[src/rtl/ring_cnt_pkg.sv]
// Shared mode/direction encodings and seed values for ring and Johnson sequencers.
package ring_cnt_pkg;

  localparam logic MODE_RING    = 1'b0;
  localparam logic MODE_JOHNSON = 1'b1;

  localparam logic DIR_RIGHT = 1'b0;
  localparam logic DIR_LEFT  = 1'b1;

  // Returned wide so any counter up to 64 bits can size-cast it to its own width.
  function automatic logic [63:0] seed(input logic mode, input int n);
    seed = '0;
    if (mode == MODE_RING && n > 0) seed[0] = 1'b1;
  endfunction

endpackage

[src/rtl/ring_state_checker.sv]
// Combinational legality decode for ring (one-hot) and Johnson (0^a1^b / 1^a0^b) states.
module ring_state_checker
  import ring_cnt_pkg::*;
#(
  parameter int N = 4
) (
  input  logic [N-1:0] state,
  input  logic         mode,
  output logic         illegal
);

  logic [N-2:0] edges;

  // A legal Johnson word has at most one boundary between adjacent bits.
  assign edges = state[N-2:0] ^ state[N-1:1];

  always_comb begin
    if (mode == MODE_RING) illegal = ($countones(state) != 1);
    else                   illegal = ($countones(edges) > 1);
  end

endmodule

[src/rtl/multimode_ring_counter.sv]
// Ring / Johnson shift counter with direction, load, wrap pulse and optional self-correction.
// One clock from any control input to out; illegal is combinational from out; no backpressure.
module multimode_ring_counter
  import ring_cnt_pkg::*;
#(
  parameter int N            = 4,
  parameter bit SELF_CORRECT = 1'b1
) (
  input  logic         clk,
  input  logic         rstn,
  input  logic         en,
  input  logic         mode,
  input  logic         dir,
  input  logic         load,
  input  logic [N-1:0] load_val,
  output logic [N-1:0] out,
  output logic         wrap,
  output logic         illegal
);

  logic [N-1:0] out_q, out_d;
  logic         mode_q, mode_d;
  logic         wrap_q, wrap_d;
  logic [N-1:0] seed_new, seed_cur, shifted;
  logic         feed_r, feed_l;
  logic         illegal_w;

  assign seed_new = N'(seed(mode, N));
  assign seed_cur = N'(seed(mode_q, N));

  // Johnson mode inverts the bit wrapping around the end of the register.
  assign feed_r  = out_q[0]   ^ (mode_q == MODE_JOHNSON);
  assign feed_l  = out_q[N-1] ^ (mode_q == MODE_JOHNSON);
  assign shifted = (dir == DIR_LEFT) ? {out_q[N-2:0], feed_l} : {feed_r, out_q[N-1:1]};

  ring_state_checker #(.N(N)) u_checker (
    .state   (out_q),
    .mode    (mode_q),
    .illegal (illegal_w)
  );

  always_comb begin
    out_d  = out_q;
    mode_d = mode_q;
    wrap_d = 1'b0;
    if (!rstn) begin
      out_d  = seed_new;
      mode_d = mode;
    end else if (load) begin
      // mode_q is left alone so a simultaneous mode change reseeds next cycle.
      out_d = load_val;
    end else if (mode != mode_q) begin
      out_d  = seed_new;
      mode_d = mode;
    end else if (en) begin
      if (SELF_CORRECT && illegal_w) begin
        out_d = seed_cur;
      end else begin
        out_d  = shifted;
        wrap_d = (shifted == seed_cur);
      end
    end
  end

  always_ff @(posedge clk) begin
    out_q  <= out_d;
    mode_q <= mode_d;
    wrap_q <= wrap_d;
  end

  assign out     = out_q;
  assign wrap    = wrap_q;
  assign illegal = illegal_w;

endmodule
[config.mk]
export PLATFORM = sky130hd
export DESIGN_NAME = multimode_ring_counter
export DESIGN_NICKNAME = d
export VERILOG_FILES = /design/src/rtl/ring_cnt_pkg.sv /design/src/rtl/ring_state_checker.sv /design/src/rtl/multimode_ring_counter.sv
export SDC_FILE = /design/constraint.sdc
export NUM_CORES = 1
export LEC_CHECK = 0
export BUFFER_PORTS_ARGS = -buffer_cell sky130_fd_sc_hd__buf_2
export CORE_AREA = 3 3 40 42
export DETAILED_ROUTE_END_ITERATION = 12
export DIE_AREA = 0 0 43 45
export GPL_TIMING_DRIVEN = 0
export SYNTH_ARGS = -nofsm -noshare
export SYNTH_HDL_FRONTEND = slang
export SYNTH_SLANG_ARGS = --single-unit
[constraint.sdc]
create_clock -name clk -period 3.3 [get_ports clk]
set_input_delay 0.165 -clock clk [delete_from_list [all_inputs] [get_ports clk]]
set_output_delay 0.165 -clock clk [all_outputs]
set_load 0.05 [all_outputs]
Yosys cells after proc, flatten, opt, wreduce, memory -nomap -nowiden

Index checks and enable logic that the tools add are counted.

Output and inout port bits: 6
Register bits after elaboration: 6
Input bits: 10
Word-level logic and storage cells: 36

Order comparisons: 1
Multiplexer cells: 12
Reduce and logical (&&, ||, !) cells: 3
$add $sub $neg: 5
Equality and inequality tests: 6
Bitwise gates (word level): 5

Operators with widths:

| cell                                                           | number |
|---|---|
| adder 32 x 1 -> 32 bit                                         | 1 |
| adder 32 bit                                                   | 1 |
| greater-than comparator 32 x 2 -> 1 bit, second input constant | 1 |
| inequality test 32 x 2 -> 1 bit, second input constant         | 1 |
| 2-to-1 mux 4 bit                                               | 5 |
| 2-to-1 mux 1 bit                                               | 7 |
| adder 1 x 1 -> 2 bit                                           | 3 |
| OR reduction 5 bit                                             | 1 |
| == test 4 x 1 -> 1 bit                                         | 1 |
| inequality test 4 x 1 -> 1 bit, second input constant          | 1 |
| nonzero test 3 bit                                             | 1 |
| bitwise XOR 3 bit                                              | 1 |
| inequality test 2 x 1 -> 1 bit, second input constant          | 1 |
| inequality test 2 bit, second input constant                   | 1 |
| NOT 1 bit                                                      | 2 |
| AND reduction 2 bit                                            | 1 |
| bitwise XOR 1 bit                                              | 2 |
| inequality test 1 bit                                          | 1 |

Logic depth before layout (Yosys ltp)

Gate-level depths: netlist (run 1).

Word-level depth: 10
Gate-level depth with buffers: 7

By module

Synthesis (run 1) repeated with hierarchy kept, for this count alone.

Cells, all modules: 65
Area total of the unflattened synthesis: 581.8 µm²

Modules (own cells, without submodules):

| module                 | area each (µm²) | sequential area each (µm²) | cells an instance | times used |
|---|---|---|---|---|
| multimode_ring_counter | 445.4           | 140.1                      | 49                | 1 |
| ring_state_checker     | 136.4           | 0.0                        | 16                | 1 |

Worst setup path after synthesis (run 1)

Ideal clock, no wire load.

Path type: flip-flop to flip-flop
From: register out_q[1] (netlist: out[1])
To: register wrap_q (netlist: wrap)
Path slack: 537 ps
Arrival: 2675 ps
Buffers on the path: 0
Stages on the path, launching flop included: 8
Data required time: 3212 ps
Cell sequence: dfxtp_1 -> ha_1 -> ha_1 -> fa_1 -> nor3b_1 -> a21oi_1 -> or3_1 -> nor4_2

Cells in the longest elaborated chain, start to end: 6
Elaborated cells on any way between the ends: 11
Classes of those cells: add/sub: 4; order compare: 1; eq/ne: 2; mux: 2; bitwise: 1; reduce/logical: 1

Ends and longest elaborated chain:

| what                                         | RTL line                     | RTL |
|---|---|---|
| start: declaration                           | multimode_ring_counter.sv:21 | `logic [N-1:0] out_q, out_d;` |
| start signal: assignment                     | multimode_ring_counter.sv:66 | `out_q <= out_d;` |
| bitwise XOR 3 bit                            | ring_state_checker.sv:15     | `assign edges = state[N-2:0] ^ state[N-1:1];` |
| adder 1 x 1 -> 2 bit (implied by the code)   | ring_state_checker.sv:19     | `else illegal = ($countones(edges) > 1);` |
| adder 32 x 1 -> 32 bit (implied by the code) | ring_state_checker.sv:19     |  |
| greater-than comparator 32 x 2 -> 1 bit      | ring_state_checker.sv:19     |  |
| 2-to-1 mux 1 bit                             | ring_state_checker.sv:18     | `if (mode == MODE_RING) illegal = ($countones(state) != 1);` |
| OR reduction 5 bit (no source line)          | --                           |  |
| end signal: assignment                       | multimode_ring_counter.sv:68 | `wrap_q <= wrap_d;` |
| end: declaration                             | multimode_ring_counter.sv:23 | `logic wrap_q, wrap_d;` |

Parallel ways exist; a longest one is shown, timed or not.
A chain may end at the register's enable or synchronous reset.

Final worst setup path (run 1)

From: register out_q[0] (netlist: out[0])
To: output illegal

Cells in the longest elaborated chain, start to end: 5
Elaborated cells on any way between the ends: 8
Classes of those cells: add/sub: 4; order compare: 1; eq/ne: 1; mux: 1; bitwise: 1

Ends and longest elaborated chain:

| what                                         | RTL line                     | RTL |
|---|---|---|
| bitwise XOR 3 bit                            | ring_state_checker.sv:15     |  |
| adder 1 x 1 -> 2 bit (implied by the code)   | ring_state_checker.sv:19     |  |
| adder 32 x 1 -> 32 bit (implied by the code) | ring_state_checker.sv:19     |  |
| greater-than comparator 32 x 2 -> 1 bit      | ring_state_checker.sv:19     |  |
| 2-to-1 mux 1 bit *                           | ring_state_checker.sv:18     |  |
| end: declaration                             | multimode_ring_counter.sv:18 | `output logic illegal` |

Every way passes the cells marked *; elsewhere a longest branch is shown, timed or not.

==> impl_metrics.env, run 1 <==
export IMPL_worstSkewPairLatency_ps=250
export IMPL_path_clk_slew_ps=60
export IMPL_status="finished, final reports clean"
export IMPL_multiInputGateArea_sq_um=367.9
export IMPL_p_leak_uw=0.0002760
export IMPL_grt_pass1_vias=477
export IMPL_met2_usage_pct=21.86
export IMPL_layout_setup_ws_ps=533.0
export IMPL_antenna_left=0
export IMPL_cp_max_fo=6
export IMPL_clockRootBuffer="clkbuf_4"
export IMPL_hold_path_class="in2reg"
export IMPL_dieArea_sq_um=1935
export IMPL_port_buffers=14
export IMPL_via_per_inst=5.337
export IMPL_cp_arrival_ps=2600
export IMPL_clock_sinks=6
export IMPL_tightest_slew_ps=473.9
export IMPL_dp_hpwl_um=940.7
export IMPL_p_per_area_nw_per_um2=457.5
export IMPL_postPlaceCellArea_sq_um=616.8
export IMPL_post_cts_repair_setup_buffers=0
export IMPL_p_switching_uw=120.0
export IMPL_area_delta_synth_final_pct=21.80
export IMPL_num_fill_cells=135
export IMPL_post_cts_resized=0
export IMPL_synthArstFlopShare_pct=0
export IMPL_place_congestion=0.7392
export IMPL_synth_enable_flop_cells=2
export IMPL_antennaDiodeCount=0
export IMPL_finalCriticalPeriod_ps=2767
export IMPL_grt_use_total_pct=14.20
export IMPL_ys_seq_elements=6
export IMPL_regArea_sq_um=140.1
export IMPL_fin_setup_tns_ps=0
export IMPL_overflow=0
export IMPL_drv_slew=0
export IMPL_setup_worst_path_start_class="flip-flop"
export IMPL_yosysMostFrequentCell="a21oi_1"
export IMPL_grt_pass1_wl_mm=2.097
export IMPL_start_util_pct=41.09
export IMPL_pre_cts_slack_ps=609.4
export IMPL_use_met3_pct=2.390
export IMPL_r2r_slack_ps=580
export IMPL_switching_share_pct=40.79
export IMPL_avgSynthCellArea_sq_um=8.123
export IMPL_fmax_mhz=361.4
export IMPL_rows=13
export IMPL_cts_max_path_buffers=2
export IMPL_top_usage_layer="met2"
export IMPL_drive_gt1_share_pct=24.10
export IMPL_grtUsageMet1_pct=19.22
export IMPL_drtPass1Iterations=4
export IMPL_vias=523
export IMPL_hold_viol_final=0
export IMPL_cap_violations=0
export IMPL_syn_inst=65
export IMPL_slew_headroom_pct=68.19
export IMPL_die_w_um=43
export IMPL_yosysSeqAreaShare_pct=26.54
export IMPL_p_comb_share_pct=42.5
export IMPL_period_share_pct=83.85
export IMPL_r2r_end="wrap"
export IMPL_worstSetupStartpoint="out[0]"
export IMPL_drtIter0Drc=7
export IMPL_cp_endpoint="illegal"
export IMPL_antenna_found_initial=0
export IMPL_h_tree_depth=1
export IMPL_r2r_cells=7
export IMPL_syn_area_sq_um=528.0
export IMPL_drc=0
export IMPL_finalSetupViolCount=0
export IMPL_vdd_drop_max_v=0.0001689
export IMPL_avgRoutedWirePerCell_um=12.10
export IMPL_cp_required_ps=3130
export IMPL_wl_mm=1.186
export IMPL_cts_tree="built"
export IMPL_holdWs_ps=173.7
export IMPL_synth_flop_cell="dfxtp_1"
export IMPL_worst_setup_path_type="reg2out"
export IMPL_synthDistinctLibCells=31
export IMPL_synth_area_leader_cell="dfxtp_1"
export IMPL_nets=98
export IMPL_final_cell_area_sq_um=643.1
export IMPL_synth_nets=79
export IMPL_clkPwrFrac_pct=25.7
export IMPL_intPower_uw=174.2
export IMPL_p_seq_share_pct=31.8
export IMPL_pin_count=16
export IMPL_cts_hold_buffers=0
export IMPL_core_area_sq_um=1285
export IMPL_synth_top_area_share_pct=15.17
export IMPL_ys_top_cells_by_area="dfxtp_1 15%, edfxtp_1 11%, a21oi_1 8.5%"
export IMPL_skew_ps=12.06
export IMPL_rsz0062_at_grt="no"
export IMPL_p_total_uw=294.2
export IMPL_rr_startpoint="out[0]"
export IMPL_cts_buffers=3
export IMPL_grt_max_degree=11
export IMPL_synth_common_cells="9 x a21oi_1, 5 x nand2_1, 5 x nor2_1, 4 x dfxtp_1, 4 x o21ai_0"
export IMPL_critPathCaptureType="output pin"
export IMPL_yosys_warnings=0
export IMPL_die_h_um=45
-- worst max-delay path: stages, from the launching register on --
cell      delay, ps
edfxtp_1        480
ha_1            390
ha_1            220
fa_1            440
nor3b_1         320
nor2_1           80
or2_1           200
buf_2           210
-- routing by layer --
metal,vias up,share of wire (%)
met5,-,0
met4,0,0.93
met2,16,44
li1,274,-
met1,231,48
met3,2,6.7
-- per-stage QoR --
stage               cells  util [%]
floorplan              65         -
global placement       94     48.00
detailed placement     94     48.00
CTS                    98     50.05
global route           98     50.05
finish                 98     50.05
-- worst min-delay path by stage --
stage                        end  slack (ps)  start  cells after the start
after global routing      mode_q         180   mode                      1
after global placement    mode_q         430   mode                      1
after CTS                 mode_q         170   mode                      1
after floorplan           mode_q         260   mode                      0
final                     mode_q         170   mode                      1
after detailed placement  mode_q         430   mode                      1
-- flip-flops by register name, summed over array words and instances, names as in the netlist --
signal / count
mode_q: 1
out: 4
wrap: 1
-- cell type report --
type / instances / share of cell area [%]
Inverter: 2 / 1.167
Clock buffer: 4 / 4.086
Multi-Input combinational cell: 54 / 57.20
Tap cell: 15 / 2.918
Sequential cell: 6 / 21.79
Buffer: 3 / 1.946
Timing Repair Buffer: 14 / 10.89
-- cell usage in the layout (no fill, tap or decap), types with 2 or more instances in the layout --
cell,n
a21oi_1,9
buf_2,15
clkbuf_1,2
clkbuf_4,3
dfxtp_1,4
edfxtp_1,2
ha_1,3
inv_1,2
mux2i_1,2
nand2_1,5
nand2b_1,2
nor2_1,5
o21ai_0,4
o21ai_1,3
or3_1,2
or4_1,2
xnor2_1,3
-- power by group through the flow --
stage	Clock, uW	Combinational, uW	Sequential [uW]
after floorplan	0	79.5	110
after global placement	0	124	94.8
after detailed placement	0	125	94.9
after CTS	75.9	126	93.6
after global routing	83.3	138	94.5
final	75.5	125	93.5
-- cell families after synthesis --
logic type      Yosys count  share of synthesized area [%]
xor+xnor                  4                          6.636
fa+ha+maj                 4                          10.90
mux                       2                          3.792
simple gates             23                          24.17
compound gates           21                          24.17
buf+inv                   5                          3.790
flops                     6                          26.54
Note: power is estimated with default switching activity, not from simulation.
==> run 2: changes to the inputs <==
==> constraint.sdc (replaced) <==
create_clock -name clk -period 2.7 [get_ports clk]
set_input_delay 0.135 -clock clk [delete_from_list [all_inputs] [get_ports clk]]
set_output_delay 0.135 -clock clk [all_outputs]
set_load 0.05 [all_outputs]
==> run 2 against run 1 <==
Effect of this change: sequential power increased by 22%; cell count up 1.0%; critical path type unchanged; clock power grew 22%.
==> impl_metrics.env, run 2 (same netlist as run 1, synthesis figures left out) <==
export IMPL_dp_hpwl_um=953
export IMPL_p_switching_uw=148.8
export IMPL_status="finished, final reports clean"
export IMPL_critPathCaptureType="output pin"
export IMPL_stdcell_count=99
export IMPL_grt_pass1_wl_mm=2.166
export IMPL_antenna_left=0
export IMPL_drtPass1Iterations=5
export IMPL_vias=541
export IMPL_final_util_pct=51.90
export IMPL_antenna_found_initial=0
export IMPL_grt_use_total_pct=15.03
export IMPL_hold_path_depth=1
export IMPL_p_leak_uw=0.0002812
export IMPL_setup_worst_path_start_class="flip-flop"
export IMPL_cp_max_fo=3
export IMPL_cts_tree="built"
export IMPL_place_congestion=0.7476
export IMPL_switching_share_pct=40.27
export IMPL_finalCriticalPeriod_ps=2501
export IMPL_drtIter0Drc=16
export IMPL_clkPwrFrac_pct=25.0
export IMPL_area_delta_synth_final_pct=26.30
export IMPL_antennaDiodeCount=0
export IMPL_layout_commonest_cell="buf_2"
export IMPL_wl_mm=1.232
export IMPL_clockRootBuffer="clkbuf_4"
export IMPL_drive_gt1_share_pct=29.76
export IMPL_cp_required_ps=2570
export IMPL_finalSetupViolCount=0
export IMPL_cts_buffers=3
export IMPL_port_buffers=14
export IMPL_layout_setup_ws_ps=198.5
export IMPL_p_per_area_nw_per_um2=554.1
export IMPL_avgRoutedWirePerCell_um=12.44
export IMPL_slew_headroom_pct=65.80
export IMPL_cp_arrival_ps=2370
export IMPL_cap_violations=0
export IMPL_hold_path_class="in2reg"
export IMPL_rsz0062_at_grt="no"
export IMPL_intPower_uw=220.7
export IMPL_start_util_pct=41.09
export IMPL_worst_setup_path_type="reg2out"
export IMPL_drc=0
export IMPL_pre_cts_slack_ps=107.3
export IMPL_worstSkewPairLatency_ps=250
export IMPL_largest_reg_flops=4
export IMPL_rows=13
export IMPL_period_share_pct=92.65
export IMPL_drv_slew=0
export IMPL_core_area_sq_um=1285
export IMPL_overflow=0
export IMPL_fin_setup_tns_ps=0
export IMPL_h_tree_depth=1
export IMPL_dieArea_sq_um=1935
export IMPL_cts_max_path_buffers=2
export IMPL_hold_viol_final=0
export IMPL_via_per_inst=5.465
export IMPL_vdd_drop_max_v=0.0001958
export IMPL_die_h_um=45
export IMPL_nets=99
export IMPL_cts_hold_buffers=0
export IMPL_path_clk_slew_ps=60
export IMPL_pin_count=16
export IMPL_r2r_cells=7
export IMPL_fmax_mhz=399.8
export IMPL_mostFrequentLayoutCells="15 x buf_2, 9 x a21oi_1, 5 x nor2_1, 5 x nand2_1, 4 x o21ai_0"
export IMPL_die_w_um=43
export IMPL_clock_sinks=6
export IMPL_skew_ps=13.36
export IMPL_p_comb_share_pct=44.2
export IMPL_p_seq_share_pct=30.8
export IMPL_grt_max_degree=11
export IMPL_grt_pass1_vias=506
export IMPL_tightest_slew_ps=509.5
export IMPL_dpl_cell_count=94
## run 2: cell types whose count changed in the layout (fill, tap and decap cells not counted), sizes merged
| cell | before | now |
|---|---|---|
| buf | 16 | 17 |
## run 2: what timing repair did
action / in CTS / in global routing
endpoints found under the hold margin: 0 / 0
buffers inserted: 0 / 1
resized for setup: 0 / 1
endpoints found under the setup margin: 0 / 5
## run 2: worst max-delay path, stage by stage (launching register included)
cell      delay [ps]
edfxtp_1         430
ha_4             280
ha_1             200
fa_1             440
nor3b_1          270
nor2_1            80
or2_1            200
buf_2            210
## run 2: area by class of cell
class | count | area [sq um]
Buffer | 3 | 12.51
Clock buffer | 4 | 26.28
Fill cell | 136 | 618.1
Inverter | 2 | 7.507
Multi-Input combinational cell | 54 | 380.4
Sequential cell | 6 | 143.9
Tap cell | 15 | 18.77
Timing Repair Buffer | 15 | 77.57
## run 2: per-layer routing
metal | GRT usage, % | vias to the layer above | routed length (um)
li1 | - | 275 | -
met2 | 24.55 | 18 | 534
met4 | 9.036 | 0 | 35
met5 | 0 | - | 0
met1 | 18.69 | 241 | 598
met3 | 2.390 | 7 | 63
## run 2: power by group through the flow
stage	Clock, uW	Combinational, uW	Sequential [uW]
after floorplan	0	99.9	137
after global placement	0	154	118
after detailed placement	0	157	119
after CTS	96.5	158	117
after global routing	102	179	115
final	92.4	163	114
## run 2: worst paths after layout
kind,start,endpoint,slack [ps]
worst max register to register,out[0],wrap,200
worst min-delay path,mode,mode_q,160
worst max-delay path,out[0],illegal,200
worst min register to register,out[2],out[2],600
## run 2: through the flow
stage | power (uW) | cell area [sq um] | hold WS (ps)
detailed placement | 275.4 | 631.9 | 404.0
global route | 397.1 | 666.9 | 152.0
floorplan | 236.9 | 543.0 | 233.9
finish | 369.5 | 666.9 | 159.0
global placement | 272.2 | 631.9 | 402.0
CTS | 371.2 | 658.1 | 148.2
